--- config.mk ---
export PLATFORM = sky130hd
export DESIGN_NAME = mysystem_hps_to_fpga_cmd_flat
export DESIGN_NICKNAME = d
export VERILOG_FILES = /design/src/rtl/mysystem_hps_to_fpga_cmd_if.sv /design/src/rtl/mysystem_hps_to_fpga_cmd.sv /design/src/flat_wrapper.sv
export SDC_FILE = /design/constraint.sdc
export NUM_CORES = 1
export LEC_CHECK = 0
export ABC_AREA = 1
export CAP_MARGIN = 20
export CORE_MARGIN = 2
export CORE_UTILIZATION = 45
export DETAILED_ROUTE_END_ITERATION = 16
export HOLD_SLACK_MARGIN = 0.08
export PLACE_DENSITY = 0.79
export SYNTH_ARGS = -nofsm -noshare
export SYNTH_HDL_FRONTEND = slang
export SYNTH_SLANG_ARGS = --single-unit
--- constraint.sdc ---
create_clock -name clk -period 1.5 [get_ports clk]
set_input_delay 0.225 -clock clk [delete_from_list [all_inputs] [get_ports clk]]
set_output_delay 0.225 -clock clk [all_outputs]
set_load 0.005 [all_outputs]
--- src/rtl/mysystem_hps_to_fpga_cmd_if.sv ---
// Avalon-MM slave bus plus the fabric-side command handshake of the HPS-to-FPGA
// command block. cmd_ready is driven by the fabric consumer, which shares the master side.
interface mysystem_hps_to_fpga_cmd_if #(
    parameter int WIDTH = 16
);
    logic [2:0]       address;
    logic             chipselect;
    logic             write_n;
    logic [31:0]      writedata;
    logic [31:0]      readdata;
    logic [WIDTH-1:0] cmd_data;
    logic             cmd_valid;
    logic             cmd_ready;

    modport slave (
        input  address, chipselect, write_n, writedata, cmd_ready,
        output readdata, cmd_data, cmd_valid
    );

    modport master (
        output address, chipselect, write_n, writedata, cmd_ready,
        input  readdata, cmd_data, cmd_valid
    );
endinterface

--- src/rtl/mysystem_hps_to_fpga_cmd.sv ---
// HPS-to-FPGA control: level output register with set/clear aliases, retriggerable
// one-shot strobe, and a single-entry command mailbox with sticky done/overrun status.
module mysystem_hps_to_fpga_cmd #(
    parameter int               WIDTH         = 16,
    parameter logic [WIDTH-1:0] RESET_VALUE   = '0,
    parameter logic [7:0]       DEFAULT_PULSE = 8'd4
) (
    input  logic                         clk,
    input  logic                         reset,
    mysystem_hps_to_fpga_cmd_if.slave    bus,
    output logic [WIDTH-1:0]             out_port,
    output logic                         strobe_out
);
    typedef enum logic {S_IDLE, S_PENDING} mbox_state_t;

    mbox_state_t      r_state;
    logic [WIDTH-1:0] r_data;
    logic [WIDTH-1:0] r_cmd_data;
    logic             r_cmd_valid;
    logic             r_done;
    logic             r_overrun;
    logic [7:0]       r_pulse_len;
    logic [7:0]       r_cnt;
    logic [31:0]      r_readdata;

    logic             w_wr;
    logic             w_accept;
    logic             w_cmd_wr;
    logic             w_stat_wr;
    logic [31:0]      w_rd_next;
    logic             w_unused;

    assign w_wr      = bus.chipselect && !bus.write_n;
    assign w_cmd_wr  = w_wr && (bus.address == 3'd3);
    assign w_stat_wr = w_wr && (bus.address == 3'd1);
    assign w_accept  = r_cmd_valid && bus.cmd_ready;
    assign w_unused  = ^bus.writedata;

    assign out_port      = r_data;
    assign strobe_out    = (r_cnt != 8'd0);
    assign bus.cmd_data  = r_cmd_data;
    assign bus.cmd_valid = r_cmd_valid;
    assign bus.readdata  = r_readdata;

    always_comb begin
        w_rd_next = 32'd0;
        case (bus.address)
            3'd0:    w_rd_next = 32'(r_data);
            3'd1:    w_rd_next = {29'd0, r_overrun, r_done, r_cmd_valid};
            3'd2:    w_rd_next = {24'd0, r_pulse_len};
            3'd3:    w_rd_next = 32'(r_cmd_data);
            default: w_rd_next = 32'd0;
        endcase
    end

    always_ff @(posedge clk) begin
        if (reset) begin
            r_readdata  <= 32'd0;
            r_data      <= RESET_VALUE;
            r_pulse_len <= DEFAULT_PULSE;
            r_cnt       <= 8'd0;
        end else begin
            r_readdata <= w_rd_next;
            if (w_wr && bus.address == 3'd0)
                r_data <= bus.writedata[WIDTH-1:0];
            else if (w_wr && bus.address == 3'd4)
                r_data <= r_data | bus.writedata[WIDTH-1:0];
            else if (w_wr && bus.address == 3'd5)
                r_data <= r_data & ~bus.writedata[WIDTH-1:0];
            if (w_wr && bus.address == 3'd2)
                r_pulse_len <= bus.writedata[7:0];
            // A trigger reloads the counter even mid-pulse, so retriggers extend without a gap.
            if (w_wr && bus.address == 3'd6)
                r_cnt <= (r_pulse_len == 8'd0) ? 8'd1 : r_pulse_len;
            else if (r_cnt != 8'd0)
                r_cnt <= r_cnt - 8'd1;
        end
    end

    // Mailbox FSM; status set events are applied after clears so a set wins.
    always_ff @(posedge clk) begin
        if (reset) begin
            r_state     <= S_IDLE;
            r_cmd_valid <= 1'b0;
            r_cmd_data  <= '0;
            r_done      <= 1'b0;
            r_overrun   <= 1'b0;
        end else begin
            r_done    <= w_accept | (r_done & ~(w_stat_wr & bus.writedata[1]));
            r_overrun <= (w_cmd_wr && r_cmd_valid && !bus.cmd_ready)
                       | (r_overrun & ~(w_stat_wr & bus.writedata[2]));
            case (r_state)
                S_IDLE: begin
                    if (w_cmd_wr) begin
                        r_state     <= S_PENDING;
                        r_cmd_valid <= 1'b1;
                        r_cmd_data  <= bus.writedata[WIDTH-1:0];
                    end
                end
                S_PENDING: begin
                    if (bus.cmd_ready) begin
                        if (w_cmd_wr) begin
                            r_cmd_data <= bus.writedata[WIDTH-1:0];
                        end else begin
                            r_state     <= S_IDLE;
                            r_cmd_valid <= 1'b0;
                        end
                    end
                end
                default: begin
                    r_state     <= S_IDLE;
                    r_cmd_valid <= 1'b0;
                end
            endcase
        end
    end
endmodule

--- src/flat_wrapper.sv ---
// flat-port wrapper written by rule: the top's interface ports become plain ports
module mysystem_hps_to_fpga_cmd_flat 
#(
    parameter int               WIDTH         = 16,
    parameter logic [WIDTH-1:0] RESET_VALUE   = '0,
    parameter logic [7:0]       DEFAULT_PULSE = 8'd4
)
  (clk, reset, out_port, strobe_out, bus_address, bus_chipselect, bus_write_n, bus_writedata, bus_cmd_ready, bus_readdata, bus_cmd_data, bus_cmd_valid);
  mysystem_hps_to_fpga_cmd_if #(.WIDTH(WIDTH)) bus_i ();
  input  logic clk;
  input  logic reset;
  output logic [WIDTH-1:0] out_port;
  output logic strobe_out;
  input wire logic [$bits(bus_i.address)-1:0] bus_address;
  input wire logic [$bits(bus_i.chipselect)-1:0] bus_chipselect;
  input wire logic [$bits(bus_i.write_n)-1:0] bus_write_n;
  input wire logic [$bits(bus_i.writedata)-1:0] bus_writedata;
  input wire logic [$bits(bus_i.cmd_ready)-1:0] bus_cmd_ready;
  output wire logic [$bits(bus_i.readdata)-1:0] bus_readdata;
  output wire logic [$bits(bus_i.cmd_data)-1:0] bus_cmd_data;
  output wire logic [$bits(bus_i.cmd_valid)-1:0] bus_cmd_valid;
  assign bus_i.address = bus_address;
  assign bus_i.chipselect = bus_chipselect;
  assign bus_i.write_n = bus_write_n;
  assign bus_i.writedata = bus_writedata;
  assign bus_i.cmd_ready = bus_cmd_ready;
  assign bus_readdata = bus_i.readdata;
  assign bus_cmd_data = bus_i.cmd_data;
  assign bus_cmd_valid = bus_i.cmd_valid;
  mysystem_hps_to_fpga_cmd #(.WIDTH(WIDTH), .RESET_VALUE(RESET_VALUE), .DEFAULT_PULSE(DEFAULT_PULSE)) u_core (.clk(clk), .reset(reset), .bus(bus_i), .out_port(out_port), .strobe_out(strobe_out));
endmodule
==> metrics.md <==
| Metric | Value |
|---|---|
| CP endpoint kind | `output pin` |
| Leakage | `1.61 nW` |
| Initial antenna violation count | `0` |
| Max cap viols | `0` |
| Number of synthesized flops with an enable pin | `0` |
| Seq pwr share | `0.427` |
| Worst slew margin | `0.662` |
| Total grt overflow | `0` |
| Top post-synthesis cells by count | `nand2_1 (87), dfxtp_1 (68), a21oi_1 (55)` |
| Latest clock arrival within the worst-skew pair | `340 ps` |
| Dpl hpwl | `a little over 6000 um` |
| Global-route wire length before repair | `14400 um` |
| R2r worst-path depth | `9` |
| Die ar. | `between 7000 and 8000 um2` |
| TritonCTS clock tree | `done` |
| Largest family of logic cells by synthesized area | `simple AND/OR/NAND/NOR gates` |
| Root buffer cell | `clkbuf_8` |
| Sw Pwr | `around 1.4 mW` |
| Final worst slack | `12.7 ps` |
| Hold path depth | `4` |
| Vias | `approximately 3200` |
| Post-Layout Cell Count | `slightly below 600` |
| Core Region | `roughly 6400 um2` |
| Worst Hold Class | `input port to register` |
| RR Startpoint | `u_core.r_cnt[1]` |
| Depth of the CTS H-tree | `3` |
| Area leader, netlist | `dfxtp_1` |
| Place WS | `-248 ps` |
| Fmax | `approximately 670 MHz` |
| Final wirelength | `8870 um` |
| DRT iter0 DRCs | `around 290` |
| FF-to-FF End | `u_core.r_cnt[5]` |
| I/O Pins | `about 110` |
| Final hold violations | `0` |
| Number of hold buffers added after CTS | `0` |
| Fin Clk Skew | `5.52 ps` |
| Req. time, crit path | `1270 ps` |
| Vias in the first global route | `about 3100` |
| R2R Setup Slk | `approximately 50 ps` |
| Critical path class | `register to output pin` |
| Detail Route Antenna Nets | `0` |
| Peak fanout along the critical path | `3` |
| Status | `complete, no violations` |
| Register area share after synthesis | `0.451` |
| Clk slew on worst S/H paths | `roughly 80 ps` |
| Area delta synth->final | `40.3%` |
| Post-Synthesis Cells | `~400` |
| Worst Tran Pin Value | `around 500 ps` |
| Initial Utilization | `0.470` |
| Ranking of synthesized cells by area | `dfxtp_1 (45%), nand2_1 (11%), a21oi_1 (9.1%), nand3_1 (8.9%), inv_1 (4.1%)` |
| Switching Fraction | `0.308` |
| Layout cell share with drive strength beyond 1 | `0.155` |
| CP max stage cell | `clkdlybuf4s50_1` |
| Dpl cells | `~580` |
| Wire per inst | `between 10 and 15 um` |
| Antenna fix cells | `0` |
| Worst-path cell chain | `clkdlybuf4s50_1` |
| Fillers | `523` |
| Hold Crit Start | `reset` |
| TritonCTS buffer count | `9` |
| YS warnings | `0` |
| Ys async rst share | `0` |
| Simple-gate share of the synthesized area | `0.267` |
| Final GP Congestion | `roughly 0.87` |
| Synth Area per Inst | `7.35 um2` |
| Comb pwr share | `0.248` |
| Compound-Gate Fraction of Synth Area | `0.156` |
| Die extent in x | `approximately 86 um` |
| Post-synth top area share | `0.451` |
| Util after Layout | `0.660` |
| CP Launch Type | `register` |
| PortBufs | `between 70 and 80` |
| Final setup fails | `0` |
| Die Ht | `~86 um` |
| Seq cells post-synth | `just under 70` |
| DR pass1 iterations | `5` |
| Clock network fraction of total power | `0.326` |
| Setup TNS Final | `0 ps` |
| Layout Nets | `between 500 and 600` |
| Period utilisation layout | `0.992` |
| Post-synthesis xor/xnor area fraction | `0.00580` |
| Pwr per Cell Area | `around 1100 nW/um2` |
| Pint | `3.24 mW` |
| Row cnt | `29` |
| Area share of fa/ha/maj cells after synthesis | `0.00829` |
| CP max stage delay | `~530 ps` |
| Crit path max-delay family | `buffers and inverters` |
| Hold EP | `u_core.bus.readdata[3]` |
| Peak VDD IR | `0.576 mV` |
| Largest net degree at the start of global routing | `52` |
| Count leader, synth | `nand2_1` |
| Mux share of post-synthesis cell area | `0` |
| CP Buf/Inv Count | `1` |
| Overall Global Routing Usage | `0.244` |
| Crit path DAT | `between 1000 and 1500 ps` |
| Clock Path Buffers | `2` |
| RSZ-0062 raised after global routing | `true` |
| Clk sinks | `68` |
| Post-synth top flop | `dfxtp_1` |
| Synth Cell Area | `~3000 um2` |
| DRC | `0` |
| Final min period | `about 1500 ps` |
| Final Max Slew Viols | `0` |
| Vias per std cell | `about 5.4` |
| Netlist cell types | `31` |
repair_timing:
item | CTS | global route
setup endpoints to repair | 1 | 14
hold endpoints to repair | 0 | 0
pin swaps | 2 | 1
cloned | 0 | 0
buffers inserted | 1 | 0
resized for setup | 16 | 8
logic make-up (layout without fill, tap and decap cells):
family / Yosys count / in the layout
other cells: 1 / 16
simple gates: 181 / 181
compound gates: 88 / 88
flops: 68 / 68
buf+inv: 69 / 159
xor+xnor: 2 / 2
fa+ha+maj: 2 / 2
how the worst max path moves through the flow:
stage,endpoint,cells past startpoint,slack [ps],from
after floorplan,register,6,210,bus_address[1]
after global placement,u_core.bus.readdata[1],8,-180,bus_address[1]
after detailed placement,u_core.r_pulse_len[3],7,-250,bus_address[1]
after CTS,out_port[10],1,2,register
after global routing,u_core.r_cnt[5],9,-20,u_core.r_cnt[1]
final,out_port[3],1,10,register
power by group through the flow:
| stage | registers (mW) | logic [mW] | clock network, mW |
|---|---|---|---|
| final | 2.00 | 1.16 | 1.53 |
| after global routing | 2.01 | 1.28 | 1.62 |
| after detailed placement | 2.01 | 1.05 | 0 |
| after floorplan | 2.00 | 0.654 | 0 |
| after global placement | 2.01 | 0.992 | 0 |
| after CTS | 1.99 | 1.13 | 1.54 |
per-layer routing:
metal / routed length (um) / share of wire / track usage / vias to the layer above
met5: 0 / 0 / 0 / -
met4: 226 / 0.025 / 0.114 / 0
met3: 660 / 0.074 / 0.0318 / 20
met2: 4480 / 0.51 / 0.425 / 164
met1: 3500 / 0.39 / 0.298 / 1490
li1: - / - / - / 1516
through the flow:
step	total power [mW]	hold slack [ps]	area, um2
2_1_floorplan	2.65	360	3080
3_5_place_dp	3.06	451	3990
3_3_place_gp	3.00	453	3990
4_1_cts	4.66	393	4220
5_1_grt	4.91	459	4240
6_report	4.69	417	4240
cell type report:
class / count / area [um2] / share of cell area
Inverter: 35 / 131 / 0.0310
Clock inverter: 6 / 63.8 / 0.0151
Tap cell: 77 / 96.3 / 0.0227
Sequential cell: 68 / 1370 / 0.324
Clock buffer: 10 / 138 / 0.0325
Timing Repair Buffer: 108 / 1020 / 0.242
Multi-Input combinational cell: 289 / 1410 / 0.333
cell usage in the layout (no fill, tap or decap), types with 2 or more instances in the layout:
cell and instances:
nor2_4 4, dfxtp_1 59, clkbuf_8 10, nor2_2 3, a21oi_1 54, dfxtp_2 9, clkinvlp_4 2, buf_2 2
o21ai_0 24, nand4_1 3, nand2_1 87, o211ai_1 3, nor2_1 25, inv_2 4, clkinv_2 2, clkdlybuf4s50_1 70
nand3_1 53, buf_12 3, buf_4 32, conb_1 16, inv_1 31
Note: power is estimated with default switching activity, not from simulation.
